$ cat src/rtl/fifo_pkg.sv
// Shared async-FIFO helpers: default widths and Gray-code conversion.
// The conversion functions work on zero-extended values up to 32 bits; callers truncate.
package fifo_pkg;

  localparam int unsigned DefAddrWidth = 9;
  localparam int unsigned DefDataWidth = 8;

  function automatic logic [31:0] bin2gray(input logic [31:0] b);
    return b ^ (b >> 1);
  endfunction

  function automatic logic [31:0] gray2bin(input logic [31:0] g);
    logic [31:0] b;
    b = g;
    for (int i = 1; i < 32; i++) begin
      b = b ^ (g >> i);
    end
    return b;
  endfunction

endpackage

$ cat src/rtl/rr_arbiter.sv
// Round-robin arbiter: combinational one-hot grant plus the registered last-winner pointer.
module rr_arbiter #(
  parameter int unsigned NUM_REQ = 4,
  localparam int unsigned IdxW = (NUM_REQ > 1) ? $clog2(NUM_REQ) : 1
) (
  input  logic               clk,
  input  logic               rst,
  input  logic               en,
  input  logic [NUM_REQ-1:0] req,
  output logic [NUM_REQ-1:0] gnt,
  output logic [IdxW-1:0]    gnt_idx,
  output logic               gnt_any
);

  logic [IdxW-1:0] last_gnt;
  logic [IdxW-1:0] idx;

  // Search begins one past the previous winner so every requester gets a turn.
  always_comb begin
    gnt     = '0;
    gnt_idx = last_gnt;
    gnt_any = 1'b0;
    idx     = '0;
    for (int k = 1; k <= int'(NUM_REQ); k++) begin
      idx = IdxW'((int'(last_gnt) + k) % int'(NUM_REQ));
      if (!gnt_any && en && !rst && req[idx]) begin
        gnt[idx] = 1'b1;
        gnt_idx  = idx;
        gnt_any  = 1'b1;
      end
    end
  end

  always_ff @(posedge clk) begin
    if (rst) begin
      last_gnt <= IdxW'(NUM_REQ - 1);
    end else if (gnt_any) begin
      last_gnt <= gnt_idx;
    end
  end

endmodule

$ cat src/rtl/fifo_wr_arbiter.sv
// Write-side controller of the async FIFO: arbitrates requesters onto the single write port
// and tracks write pointer, full, almost-full and level against the synchronized read pointer.
module fifo_wr_arbiter
  import fifo_pkg::*;
#(
  parameter int unsigned Addr_Width   = DefAddrWidth,
  parameter int unsigned Data_Width   = DefDataWidth,
  parameter int unsigned NUM_REQ      = 4,
  parameter int unsigned AFULL_THRESH = 2 ** Addr_Width - 4,
  localparam int unsigned PtrW = Addr_Width + 1,
  localparam int unsigned IdxW = (NUM_REQ > 1) ? $clog2(NUM_REQ) : 1
) (
  input  logic                          wclk,
  input  logic                          wrst,
  input  logic [NUM_REQ-1:0]            req,
  input  logic [NUM_REQ*Data_Width-1:0] req_data,
  output logic [NUM_REQ-1:0]            gnt,
  input  logic [PtrW-1:0]               rptr_s,
  output logic [PtrW-1:0]               wptr,
  output logic                          wen,
  output logic [Addr_Width-1:0]         waddr,
  output logic [Data_Width-1:0]         wdata,
  output logic                          wfull,
  output logic                          walmost_full,
  output logic [PtrW-1:0]               wlevel
);

  logic [PtrW-1:0]       wbin;
  logic [PtrW-1:0]       wbin_next;
  logic [PtrW-1:0]       wgray_next;
  logic [PtrW-1:0]       rbin;
  logic [PtrW-1:0]       rgray_full;
  logic [PtrW-1:0]       level_next;
  logic                  full_next;
  logic                  afull_next;
  logic [IdxW-1:0]       gnt_idx;
  logic                  gnt_any;
  logic [Data_Width-1:0] sel_data;

  rr_arbiter #(
    .NUM_REQ(NUM_REQ)
  ) u_rr_arbiter (
    .clk    (wclk),
    .rst    (wrst),
    .en     (~wfull),
    .req    (req),
    .gnt    (gnt),
    .gnt_idx(gnt_idx),
    .gnt_any(gnt_any)
  );

  // Flags are computed from the post-write pointer so a full FIFO can never be overrun.
  always_comb begin
    wbin_next  = wbin + PtrW'(gnt_any);
    wgray_next = PtrW'(bin2gray(32'(wbin_next)));
    rbin       = PtrW'(gray2bin(32'(rptr_s)));
    rgray_full = {~rptr_s[Addr_Width:Addr_Width-1], rptr_s[Addr_Width-2:0]};
    full_next  = (wgray_next == rgray_full);
    level_next = wbin_next - rbin;
    afull_next = (32'(level_next) >= AFULL_THRESH);
    sel_data   = req_data[int'(gnt_idx)*Data_Width +: Data_Width];
  end

  always_ff @(posedge wclk) begin
    if (wrst) begin
      wbin         <= '0;
      wptr         <= '0;
      wen          <= 1'b0;
      waddr        <= '0;
      wdata        <= '0;
      wfull        <= 1'b0;
      walmost_full <= 1'b0;
      wlevel       <= '0;
    end else begin
      wen          <= gnt_any;
      if (gnt_any) begin
        waddr <= wbin[Addr_Width-1:0];
        wdata <= sel_data;
      end
      wbin         <= wbin_next;
      wptr         <= wgray_next;
      wfull        <= full_next;
      walmost_full <= afull_next;
      wlevel       <= level_next;
    end
  end

endmodule

$ cat config.mk
export PLATFORM = sky130hd
export DESIGN_NAME = fifo_wr_arbiter
export DESIGN_NICKNAME = d
export VERILOG_FILES = /design/src/rtl/fifo_pkg.sv /design/src/rtl/rr_arbiter.sv /design/src/rtl/fifo_wr_arbiter.sv
export SDC_FILE = /design/constraint.sdc
export NUM_CORES = 1
export LEC_CHECK = 0
export ABC_CLOCK_PERIOD_IN_PS = 6330
export CAP_MARGIN = 20
export CORE_ASPECT_RATIO = 0.8
export CORE_UTILIZATION = 48
export CTS_CLUSTER_DIAMETER = 100
export DETAILED_ROUTE_END_ITERATION = 7
export PLACE_DENSITY = 0.82
export SYNTH_ARGS = -nofsm -noshare
export SYNTH_HDL_FRONTEND = slang
export SYNTH_SLANG_ARGS = --single-unit
$ cat constraint.sdc
create_clock -name wclk -period 6.33 [get_ports wclk]
set_input_delay 0.633 -clock wclk [delete_from_list [all_inputs] [get_ports wclk]]
set_output_delay 0.633 -clock wclk [all_outputs]
set_load 0.01 [all_outputs]
After elaboration in Yosys (flattened, before gate mapping)
Cells that the tools add are included.
Word-level totals
  flip-flop bits (word level): 52
  input port bits: 48
  output and inout bits: 44
Operators by class
  $add $sub $neg: 6
  $lt $le $gt $ge: 9
  equal/unequal tests: 1
  shift operators: 1
  mux-type cells: 28
  bitwise operators: 15
  reduce and logical (&&, ||, !) cells: 19
Operator list (count)
  variable part select 32 x 6 -> 8 bit: 1
  bitwise XOR 10 x 9 -> 10 bit: 2
  2-to-1 mux 4 bit: 4
  logical AND 1 bit: 15
  < comparator 2 x 3 -> 1 bit, second input constant: 4
  2-to-1 mux 1 bit: 12
  bitwise OR 4 bit: 3
  adder 10 x 1 -> 10 bit: 1
  == test 10 bit: 1
  greater-or-equal comparator 10 x 9 -> 1 bit, second input constant: 1
  subtractor 10 bit: 1
  bitwise XOR 10 x 1 -> 10 bit: 1
  bitwise XOR 10 x 2 -> 10 bit: 1
  bitwise XOR 10 x 3 -> 10 bit: 1
  bitwise XOR 10 x 4 -> 10 bit: 1
  bitwise XOR 10 x 5 -> 10 bit: 1
  bitwise XOR 10 x 6 -> 10 bit: 1
  bitwise XOR 10 x 7 -> 10 bit: 1
  bitwise XOR 10 x 8 -> 10 bit: 1
  binary-select mux 1 bit (select 2 bit): 4
  demux 1 bit (select 2 bit): 4
  greater-or-equal comparator 2 x 1 -> 1 bit, second input constant: 4
  2-to-1 mux 2 bit: 4
  adder 2 x 1 -> 2 bit, second input constant: 2
  4 further kinds: 8

Logic depth before layout (Yosys ltp)
  depth after elaboration: 23
  gate-level depth with buffers: 24

Cells and area by module
From an unflattened synthesis, not the netlist that was laid out.
Second synthesis, totals
  cells, all modules: 313
  area total of the unflattened synthesis: 3067.9 µm²
Modules (own cells, without submodules)
  fifo_wr_arbiter: times used 1, cells an instance 256, area each 2539.9 µm², seq. area each 980.9 µm²
  rr_arbiter: times used 1, cells an instance 57, area each 528.0 µm², seq. area each 40.0 µm²

Worst setup path before layout
Ideal clock, no wire load.
  path type: register -> register
  from: reg u_rr_arbiter.last_gnt[0]
  to: reg walmost_full
  data arrival time: 5091 ps
  data required time: 6229 ps
  setup slack: 1138 ps
  cell stages (with the launch flop): 22
  buffers on the path: 3
  clock period less this slack: 5192 ps
  cells stage by stage: dfxtp_1 -> buf_2 -> inv_1 -> ha_1 -> inv_1 -> nor3b_1 -> nor3_1 -> nor4b_4 -> nor2_1 -> nand3b_1 -> clkbuf_1 -> clkbuf_1 -> ha_1 -> nand4_1 -> xor2_1 -> inv_1 -> ha_1 -> nor3b_1 -> a311oi_2 -> xor2_1 -> or3b_1 -> o41ai_1
Between the ends
  longest elaborated chain between the ends: 23
Ends and longest elaborated chain
  start: declaration: RTL line rr_arbiter.sv:15  | logic [IdxW-1:0] last_gnt;
  start signal: assignment: RTL line rr_arbiter.sv:36  | last_gnt <= IdxW'(NUM_REQ - 1);
  start signal: assignment: RTL line rr_arbiter.sv:38  | last_gnt <= gnt_idx;
  adder 2 x 1 -> 2 bit: RTL line rr_arbiter.sv:25  | idx = IdxW'((int'(last_gnt) + k) % int'(NUM_REQ));
  binary-select mux 1 bit (select 2 bit): RTL line rr_arbiter.sv:26  | if (!gnt_any && en && !rst && req[idx]) begin
  2-to-1 mux 1 bit (implied by the code): RTL line rr_arbiter.sv:26
  logical AND 1 bit: RTL line rr_arbiter.sv:26
  2-to-1 mux 1 bit: RTL line rr_arbiter.sv:26
  zero test 1 bit: RTL line rr_arbiter.sv:26
  logical AND 1 bit (3 in a row): RTL line rr_arbiter.sv:26
  2-to-1 mux 1 bit: RTL line rr_arbiter.sv:26
  (+5 left out)
  zero test 1 bit: RTL line rr_arbiter.sv:26
  logical AND 1 bit (3 in a row): RTL line rr_arbiter.sv:26
  2-to-1 mux 1 bit *: RTL line rr_arbiter.sv:26
  via gnt_any: RTL line fifo_wr_arbiter.sv:37  | logic gnt_any;
  adder 10 x 1 -> 10 bit *: RTL line fifo_wr_arbiter.sv:54  | wbin_next = wbin + PtrW'(gnt_any);
  via wbin_next[4]: RTL line fifo_wr_arbiter.sv:29  | logic [PtrW-1:0] wbin_next;
  subtractor 10 bit *: RTL line fifo_wr_arbiter.sv:59  | level_next = wbin_next - rbin;
  greater-or-equal comparator 10 x 9 -> 1 bit *: RTL line fifo_wr_arbiter.sv:60  | afull_next = (32'(level_next) >= AFULL_THRESH);
  end signal: assignment: RTL line fifo_wr_arbiter.sv:83  | walmost_full <= afull_next;
  end: declaration: RTL line fifo_wr_arbiter.sv:24  | output logic walmost_full,
Mark *: on every way through the listed nets, which the timed path passes. The rest lies on a longest branch. The select of a mux whose other input is x is not followed.
A chain may end at the register's enable or synchronous reset.

Worst setup path after layout
  from: reg u_rr_arbiter.last_gnt[0]
  to: reg walmost_full
Between the ends
  longest elaborated chain between the ends: 23
Ends and longest elaborated chain (RTL line)
  adder 2 x 1 -> 2 bit: rr_arbiter.sv:25
  binary-select mux 1 bit (select 2 bit): rr_arbiter.sv:26
  2-to-1 mux 1 bit (implied by the code): rr_arbiter.sv:26
  logical AND 1 bit: rr_arbiter.sv:26
  2-to-1 mux 1 bit: rr_arbiter.sv:26
  zero test 1 bit: rr_arbiter.sv:26
  logical AND 1 bit (3 in a row): rr_arbiter.sv:26
  2-to-1 mux 1 bit: rr_arbiter.sv:26
  (+4 left out)
  2-to-1 mux 1 bit: rr_arbiter.sv:26
  zero test 1 bit: rr_arbiter.sv:26
  logical AND 1 bit (3 in a row): rr_arbiter.sv:26
  2-to-1 mux 1 bit *: rr_arbiter.sv:26
  adder 10 x 1 -> 10 bit *: fifo_wr_arbiter.sv:54
  via wbin_next[8]: fifo_wr_arbiter.sv:29
  subtractor 10 bit *: fifo_wr_arbiter.sv:59
  greater-or-equal comparator 10 x 9 -> 1 bit *: fifo_wr_arbiter.sv:60
Marked as above.

==> qor.txt <==
Starting Density = 50.2%
share of cells above drive strength 1 = 8.22%
drc violations = 0
Max FO, Critical Path = 39
Tmin final = 5.67 ns
total grt overflow = 0
Post-synth EDFFs = 0
DP Wirelength = 5.88 mm
total CTS buffers = 5
Commonest cells post-synth = 51 x dfxtp_1, 41 x nor2_1, 34 x nand2_1
area delta synth->final = 32.2%
sequential area share after synthesis = 31.4%
final wirelength = 7.64 mm
multi-input logic area = 2080 µm²
Tcrit/Tclk final = 89.5%
Yosys cell types = 55
Slew HR = 35.1%
Setup Viol. Count Final = 0
deepest clock path buffer count = 2
post-synthesis mux area share = 8.55%
Die Area = 7100 µm²
worst-margin pin slew = 0.967 ns
DP Worst Slack = 0.717 ns
top_reg_cell synth = dfxtp_1
HP Class = flop to flop
Adder-Cell Fraction of Synth Area = 7.51%
synthesized net count = 431
CTS tree = yes
CTS sink count = 51
Clock transition at path regs = 0.09 ns
vias per cell = 5.31
number of synthesized register bits = 51
Max Cap Viol = 0
Clock Latency Late Sink = 0.30 ns
final hold viol count = 0
hold buffers post-CTS = 0
post-cts resize count = 0
Post-Synth XOR/XNOR Area = 15.3%
number of global-route vias before repair = 2,803
CP Capture Type = flop
CP Launch Type = flop
Post-synth ARST share = 0%
CTS root buffer = clkbuf_8
port bufs = 91
# H-tree levels = 2
count leader, synth = dfxtp_1
Die Wd = 94.0 µm
share of the synthesized area in the top cell type = 31.4%
Synth Cell Area = 3250 µm²
setup bufs post-CTS = 0
final worst slack = 0.662 ns
pwr/cell area = 389 nW/µm²
Worst EP arrival = 5.85 ns
DRT Pass-1 Iters = 4
total chip power = 0.00167 W
Max Clk Rate = 0.176 GHz
LEAKAGE = 1.70 nW
FF/Latch Area = 1020 µm²
largest net degree at the start of global routing = 53
Slew Limit Fails = 0
Final Hold Slack = 0.474 ns
Ys Warns = 0
post-synth top area cell = dfxtp_1
status = completed
RSZ-0062 raised after global routing = false
top post-synthesis cells by area = dfxtp_1 31%, xnor2_1 8.6%, mux4_2 6.9%
Core ar. = 6470 µm²
combinational family with the most area after synthesis = simple AND/OR/NAND/NOR gates
floorplan row count = 26
routed vias = 2,836
post-route setup TNS = 0 ns
Syn Inst Count = 365
Die Span Y = 75.6 µm
peak supply drop = 0.235 mV
# diodes = 0
nets@finish = 517
I/O pins = 92
placed cell area = 4220 µm²
cell area after layout = 4290 µm²
Worst Skew = 0.0105 ns
Crit Path Class = flop to flop
Routed WL per cell = 14.3 µm
CP Data Required Time = 6.51 ns
antenna-violating nets left = 0
Post-Synth Simple-Gate Area = 20.2%
wire length of the first global-routing pass = 12.6 mm
post-synthesis compound-gate area fraction = 12.4%
initial antenna violation count = 0
Placer Congestion = 0.813
DRT iter0 DRCs = 184
All-Layer GR Usage = 22.6%
fill count = 524
Avg Synthesized Cell Area = 8.90 µm²
[routing by layer]
| metal | part of all wire, % | routed length [µm] | global-route usage (%) | up-vias |
|---|---|---|---|---|
| li1 | - | - | - | 1418 |
| met1 | 45 | 3420 | 27.3 | 1305 |
| met2 | 49 | 3710 | 40.0 | 99 |
| met3 | 5.2 | 394 | 5.49 | 14 |
| met4 | 1.5 | 115 | 8.03 | 0 |
| met5 | 0 | 0 | 0 | - |
[worst max-delay path: stages (launching register included)]
cell and delay, ns:
dfxtp_1 0.67, inv_1 0.22, ha_1 0.44, inv_1 0.10, nor3b_1 0.21, nor3_1 0.11
nor4b_4 0.52, nor2_1 0.15, nand3b_1 0.15, buf_4 0.32, ha_1 0.27, nand2_1 0.07
nor2_1 0.16, nand3_1 0.11, xor2_1 0.49, inv_1 0.11, ha_1 0.35, nand2b_1 0.10
nor2_1 0.05, a221oi_1 0.24, o21ai_0 0.16, a311oi_1 0.36, o41ai_1 0.16
[logic make-up after synthesis]
group	count (synthesis)
simple gates	132
compound gates	62
flops	51
xor+xnor	49
buf+inv	37
fa+ha+maj	19
mux	15
[metrics by stage]
step                instances  utilization [%]
floorplan                 365                -
global placement          528             65.2
detailed placement        528             65.2
CTS                       534             66.3
global route              534             66.3
finish                    534             66.3
[worst paths after layout]
kind                                          from                 endpoint  slack (ns)  cells after the start
min reg2reg                  wdata[1]$_SDFFE_PP0N_    wdata[1]$_SDFFE_PP0N_        0.47                      2
max          u_rr_arbiter.last_gnt[0]$_SDFFE_PP1N_  walmost_full$_SDFF_PP0_        0.66                     22
max reg2reg  u_rr_arbiter.last_gnt[0]$_SDFFE_PP1N_  walmost_full$_SDFF_PP0_        0.66                     22
min                          wdata[1]$_SDFFE_PP0N_    wdata[1]$_SDFFE_PP0N_        0.47                      2
[power by group]
group | internal, W | total [W] | switching (W) | leakage [nW]
clock network | 0.0000739 | 0.000172 | 0.0000978 | 0.0371
logic | 0.000507 | 0.00104 | 0.000533 | 1.24
registers | 0.000401 | 0.000460 | 0.0000588 | 0.419
total | 0.000982 | 0.00167 | 0.000689 | 1.70
[flip-flops by register name, indices dropped and copies added (netlist names), 2 cells and up]
| register | count |
|---|---|
| wbin | 10 |
| wlevel | 10 |
| waddr | 9 |
| wptr | 9 |
| wdata | 8 |
| u_rr_arbiter.last_gnt | 2 |
[cells in the final DEF (no fill, tap or decap), types with 3 or more instances in the layout]
master            n
mux4_2           10
nor2_1           41
mux2i_1           3
nor3_1            5
ha_1             17
a221oi_1          3
buf_4             4
a222oi_1          4
nand2b_1         20
clkdlybuf4s50_1  90
xor2_1           12
a21oi_1           6
dfxtp_1          51
clkbuf_8          5
a21o_1            3
inv_1            21
o21ai_2           3
nand3b_1          3
nor3b_1           4
xnor2_1          32
o21ai_0          30
nand2_1          34
or2_2             3
nand3_1           7
nor2b_1           4
[layout make-up]
cell class	instances	area share (%)
Timing Repair Buffer	95	21.8
Inverter	21	1.84
Clock buffer	6	1.69
Sequential cell	51	23.8
Multi-Input combinational cell	277	48.5
Tap cell	84	2.45
(Power assumes the default switching activity.)
